==> config.mk <==
export PLATFORM = sky130hd
export DESIGN_NAME = npu_cube_acc_seq
export DESIGN_NICKNAME = d
export VERILOG_FILES = /design/src/rtl/npu_cube_acc_seq.sv
export SDC_FILE = /design/constraint.sdc
export NUM_CORES = 1
export LEC_CHECK = 0
export ABC_AREA = 1
export CAP_MARGIN = 30
export CORE_ASPECT_RATIO = 1.1
export CORE_MARGIN = 2
export CORE_UTILIZATION = 45
export CTS_CLUSTER_DIAMETER = 60
export DETAILED_ROUTE_END_ITERATION = 12
export PLACE_DENSITY = 0.67
export SLEW_MARGIN = 5
export SYNTH_ARGS = -nofsm -noshare
export SYNTH_HDL_FRONTEND = slang
export SYNTH_SLANG_ARGS = --single-unit
==> constraint.sdc <==
create_clock -name clk -period 2.25 [get_ports clk]
set_input_delay 0.675 -clock clk [delete_from_list [all_inputs] [get_ports clk]]
set_output_delay 0.675 -clock clk [all_outputs]
set_load 0.02 [all_outputs]
==> src/rtl/npu_cube_acc_seq.sv <==
// Carry-propagate resolve plus K-beat accumulator with start/abort/handshake control for one cube output lane.
// Build option: define NPU_CUBE_ACC_SAT_EN to clamp the accumulator at full scale on overflow instead of wrapping.
//
// state | meaning
// IDLE  | waiting for cfg_start; out_data holds the last result
// ACC   | accepting carry/sum beats until klen beats have been taken
// DRAIN | last beat still in flight through the resolve stage
// OUT   | result presented, waiting for out_ready
module npu_cube_acc_seq #(
    parameter int DWCS   = 19,
    parameter int DWACC  = 32,
    parameter int KCNT_W = 8
) (
    input  logic              clk,
    input  logic              rst_n,
    input  logic              cfg_start,
    input  logic [KCNT_W-1:0] cfg_klen,
    input  logic              cfg_abort,
    input  logic              in_valid,
    output logic              in_ready,
    input  logic [DWCS-1:0]   in_cay,
    input  logic [DWCS-1:0]   in_sum,
    output logic              out_valid,
    input  logic              out_ready,
    output logic [DWACC-1:0]  out_data,
    output logic              busy,
    output logic              done,
    output logic              ovf
);

    typedef enum logic [1:0] {IDLE, ACC, DRAIN, OUT} state_t;

    state_t              state_q, state_d;
    logic [KCNT_W-1:0]   klen_q, klen_d;
    logic [KCNT_W-1:0]   cnt_q, cnt_d;
    logic [DWCS+1:0]     s1_val_q, s1_val_d;
    logic                s1_vld_q, s1_vld_d;
    logic [DWACC-1:0]    acc_q, acc_d;
    logic                ovf_q, ovf_d;
    logic                in_ready_q, in_ready_d;
    logic                out_valid_q, out_valid_d;
    logic [DWACC-1:0]    out_data_q, out_data_d;
    logic                busy_q, busy_d;
    logic                done_q, done_d;

    logic                accept;
    logic [KCNT_W:0]     cnt_inc;
    logic                last_beat;
    logic [DWACC:0]      acc_sum;

    always_comb begin
        state_d     = state_q;
        klen_d      = klen_q;
        cnt_d       = cnt_q;
        s1_val_d    = s1_val_q;
        s1_vld_d    = 1'b0;
        acc_d       = acc_q;
        ovf_d       = ovf_q;
        in_ready_d  = in_ready_q;
        out_valid_d = out_valid_q;
        out_data_d  = out_data_q;
        done_d      = 1'b0;

        accept    = in_valid & in_ready_q;
        cnt_inc   = {1'b0, cnt_q} + (KCNT_W+1)'(1);
        last_beat = (cnt_inc == {1'b0, klen_q});
        acc_sum   = {1'b0, acc_q} + (DWACC+1)'(s1_val_q);

        if (accept) begin
            s1_val_d = (DWCS+2)'(in_sum) + ((DWCS+2)'(in_cay) << 1);
            s1_vld_d = 1'b1;
        end

        if (s1_vld_q) begin
`ifdef NPU_CUBE_ACC_SAT_EN
            acc_d = acc_sum[DWACC] ? {DWACC{1'b1}} : acc_sum[DWACC-1:0];
`else
            acc_d = acc_sum[DWACC-1:0];
`endif
            if (acc_sum[DWACC]) begin
                ovf_d = 1'b1;
            end
        end

        case (state_q)
            IDLE: begin
                if (cfg_start && !cfg_abort) begin
                    klen_d = cfg_klen;
                    cnt_d  = '0;
                    acc_d  = '0;
                    ovf_d  = 1'b0;
                    if (cfg_klen != '0) begin
                        state_d    = ACC;
                        in_ready_d = 1'b1;
                    end else begin
                        state_d     = OUT;
                        out_valid_d = 1'b1;
                        out_data_d  = '0;
                    end
                end
            end
            ACC: begin
                // cnt ends at klen, so it never needs more than KCNT_W bits
                if (accept) begin
                    cnt_d = cnt_inc[KCNT_W-1:0];
                    if (last_beat) begin
                        in_ready_d = 1'b0;
                        state_d    = DRAIN;
                    end
                end
            end
            DRAIN: begin
                // Leave once the final resolved beat has landed in acc
                if (!s1_vld_q) begin
                    state_d     = OUT;
                    out_valid_d = 1'b1;
                    out_data_d  = acc_q;
                end
            end
            OUT: begin
                if (out_ready) begin
                    out_valid_d = 1'b0;
                    done_d      = 1'b1;
                    state_d     = IDLE;
                end
            end
            default: state_d = IDLE;
        endcase

        if (cfg_abort) begin
            state_d     = IDLE;
            s1_vld_d    = 1'b0;
            in_ready_d  = 1'b0;
            out_valid_d = 1'b0;
            done_d      = 1'b0;
        end

        busy_d = (state_d != IDLE);
    end

    always_ff @(posedge clk or negedge rst_n) begin
        if (!rst_n) begin
            state_q     <= IDLE;
            klen_q      <= '0;
            cnt_q       <= '0;
            s1_val_q    <= '0;
            s1_vld_q    <= 1'b0;
            acc_q       <= '0;
            ovf_q       <= 1'b0;
            in_ready_q  <= 1'b0;
            out_valid_q <= 1'b0;
            out_data_q  <= '0;
            busy_q      <= 1'b0;
            done_q      <= 1'b0;
        end else begin
            state_q     <= state_d;
            klen_q      <= klen_d;
            cnt_q       <= cnt_d;
            s1_val_q    <= s1_val_d;
            s1_vld_q    <= s1_vld_d;
            acc_q       <= acc_d;
            ovf_q       <= ovf_d;
            in_ready_q  <= in_ready_d;
            out_valid_q <= out_valid_d;
            out_data_q  <= out_data_d;
            busy_q      <= busy_d;
            done_q      <= done_d;
        end
    end

    assign in_ready  = in_ready_q;
    assign out_valid = out_valid_q;
    assign out_data  = out_data_q;
    assign busy      = busy_q;
    assign done      = done_q;
    assign ovf       = ovf_q;

endmodule

==> out/results.ini <==
[run_status]
run_status=complete, no violations

[floorplanning]
core_um2=15600
die_y_um=136
dieArea_um2=16800
io_pins=89
num_rows=48
die_w_um=124
start_util_pct=45.7

[power_and_ir_drop]
powerDensity_nw_per_um2=725
p_int_mw=4.31
vdd_drop_max_mv=0.439
swShare_pct=37.4
power_mw=6.88
power.share.clock_pct=25.6
leakagePower_nw=4.77
pwr-share-seq_pct=36.2
p_switching_mw=2.57
comb_power_share_pct=38.2

[finish]
drive_gt1_share_pct=16.6
layout_commonest_cell=nand2_1
final_cell_mix=nand2_1 (252), dfrtp_1 (109), nand3_1 (98)
stdcell_count=1357
antenna_cells=0
nFillCells=1438
area.growth.synth_to_final_pct=33.7
multi_input_area_um2=4220
nNetsFinal=1246
ff_latch_area_um2=2730

[synth]
synth.cell_area_um2=7100
yosysWarnings=0
synth_edf_count=0
ys_seq_elements=109
synth_cell_types=46
syn_nets=1082
ys_seq_area_share_pct=38.4
netlist_top_cells_area=dfrtp_1 (38%), nand2_1 (14%), nand3_1 (7.2%)
async_flop_share_pct=100
syn_inst=988
syn_avg_cell_area_um2=7.19
synth_flop_cell=dfrtp_1
synth_top_area_cell=dfrtp_1
synth_top_area_share_pct=38.4

[timing]
period_share_pct=96.2
setup_violations=0
finalClockSkew_ns=0.00921
max_freq_ghz=0.462
rsz0062_at_grt=true
period_needed_ns=2.17
whs_ns=0.359
worst_pin_slew_ns=0.595
tns_ns=0
slew_headroom_pct=60.4
finalHoldViolCount=0
drv_slew=0

[place]
io_buffers=88
dpl.hpwl_um=14500
dp_cells=1333
gp_congestion=0.929

[clock_network]
numCtsBuffers=9
cts_buffer_depth=2
clkSinkCount=109
clock-root-buffer=clkbuf_16
clk_latency_ns=0.36
cts_hold_buf=0
cts_tree=yes
clk_pin_slew_worst_paths_ns=0.08
htreeDepth=3

[critical_path]
arrival_ns=2.42
crit_family=simple AND/OR/NAND/NOR gates
r2r-start=acc_q[12]
cp_common_cell=nand2_1
cp_slowest_cell=clkdlybuf4s50_1
cp.required_ns=2.50
rr_endpoint=acc_q[13]
path_cells=clkdlybuf4s50_1, ha_4, nand2_1, buf_4, nor2_1, nand4_1, nand3_2, nand2_1, inv_1, nor2_1, nand2_1, nand2_1
critPathBufInv=3
r2r_slack_ns=0.09
critPathMaxStageDelay_ns=0.45
path_max_fanout=4
endpoint_kind=flip-flop
worstSetupPathType=in2reg
critical_path.startpoint_type=input port
r2r_cells=8

[drt]
drt-initial-drc-count=468
via_per_inst=5.24
drc=0
drtPass1Iterations=5
drtAntennaViolNets=0
drt-total-wl_um=19000
vias=7114
wl_per_cell_um=14.0

[worst_hold_path]
worstHoldPathType=in2async

[global_route]
grt-ovfl-total=0
grt_util_all_layers_pct=23.7
grt_max_degree=110
antenna_found_initial=0
grt_pass1_vias=6836
grt_pass1_wl_um=31600

[job]
drv_cap=0

through the flow:
stage	area, um2	setup slack, ns	util, %
global placement	8790	-0.511	56.5
detailed placement	8790	-0.572	56.5
finish	9500	0.0846	61.1
global route	9500	-0.0274	61.1
floorplan	7110	0.0617	-
CTS	9210	0.00268	59.2
state kept, by name, indices dropped and copies added (netlist names), 2 cells and up:
signal    cells
state_q       2
s1_val_q     21
acc_q        32
klen_q        8
cnt_q         8
out_data     32
cell families (layout without fill, tap and decap cells):
kind of cell	after synthesis	count (layout)	synth area share, %
AND/OR/NAND/NOR	513	513	31.0
AO/OA/AOI/OAI	189	189	14.9
buffers and inverters	123	292	6.60
flip-flops	109	109	38.4
adder cells (fa/ha/maj)	42	42	7.61
XOR/XNOR	12	12	1.48
synth_stat cells, types with 3 or more instances:
master    count
nor3_1       12
nand4_1      13
nand2_2       4
dfrtp_1     109
o21ai_0      83
o211ai_1     10
o22ai_1       4
nor2_1       99
nand3b_1      4
o21ai_1       4
or2_2         5
inv_1        95
a21o_1        4
nand3_1     102
ha_1         40
clkbuf_1     16
inv_2         3
xor2_1       10
nor2_2        7
o21bai_1      5
a21oi_1      63
buf_2         6
buf_1         3
nand2_1     257
a21oi_2       3
how the worst max path moves through the flow:
| stage | startpoint | to | slack (ns) | cells after the start |
|---|---|---|---|---|
| 4_1_cts | in_cay[9] | s1_val_q[15] | 0.003 | 11 |
| 3_5_place_dp | in_cay[0] | s1_val_q[11] | -0.57 | 13 |
| 5_1_grt | in_sum[15] | s1_val_q[19] | -0.03 | 11 |
| 6_report | in_sum[3] | s1_val_q[18] | 0.08 | 12 |
| 2_1_floorplan | in_cay[0] | s1_val_q[11] | 0.06 | 12 |
| 3_3_place_gp | in_cay[0] | s1_val_q[13] | -0.51 | 13 |
what timing repair did:
action	CTS	global route
gates resized for setup	19	54
setup endpoints to repair	5	28
pin swaps	7	16
setup buffers	4	4
layer usage:
layer / track usage, % / wire [um] / vias up
met1: 30.0 / 8340 / 3317
li1: - / - / 3614
met2: 40.7 / 9420 / 148
met5: 0 / 0 / -
met4: 8.78 / 610 / 0
met3: 3.37 / 640 / 35
power groups by stage:
stage | Combinational (mW) | Clock [mW] | Sequential, mW
2_1_floorplan | 1.68 | 0 | 2.42
3_3_place_gp | 2.45 | 0 | 2.51
3_5_place_dp | 2.47 | 0 | 2.51
4_1_cts | 2.52 | 1.81 | 2.48
5_1_grt | 2.99 | 1.88 | 2.51
6_report | 2.63 | 1.76 | 2.49
area by class of cell:
cell class                 instances  share of cell area (%)
clock inverter                     7                    1.08
clock buffer                       9                    2.37
tap                              200                    2.63
sequential                       109                    28.7
inverter                          98                    3.87
timing repair buffer             178                    16.9
multi-input combinational        756                    44.4
worst reg2reg max path, stage by stage, from the launching register on:
cell and delay (ns):
dfrtp_1 0.45, ha_1 0.41, a21oi_1 0.27, o21ai_0 0.12
a21oi_1 0.22, o21ai_2 0.12, xor2_1 0.16, o21ai_0 0.23
inv_1 0.07
No activity file was read; power rests on OpenSTA's default activity.
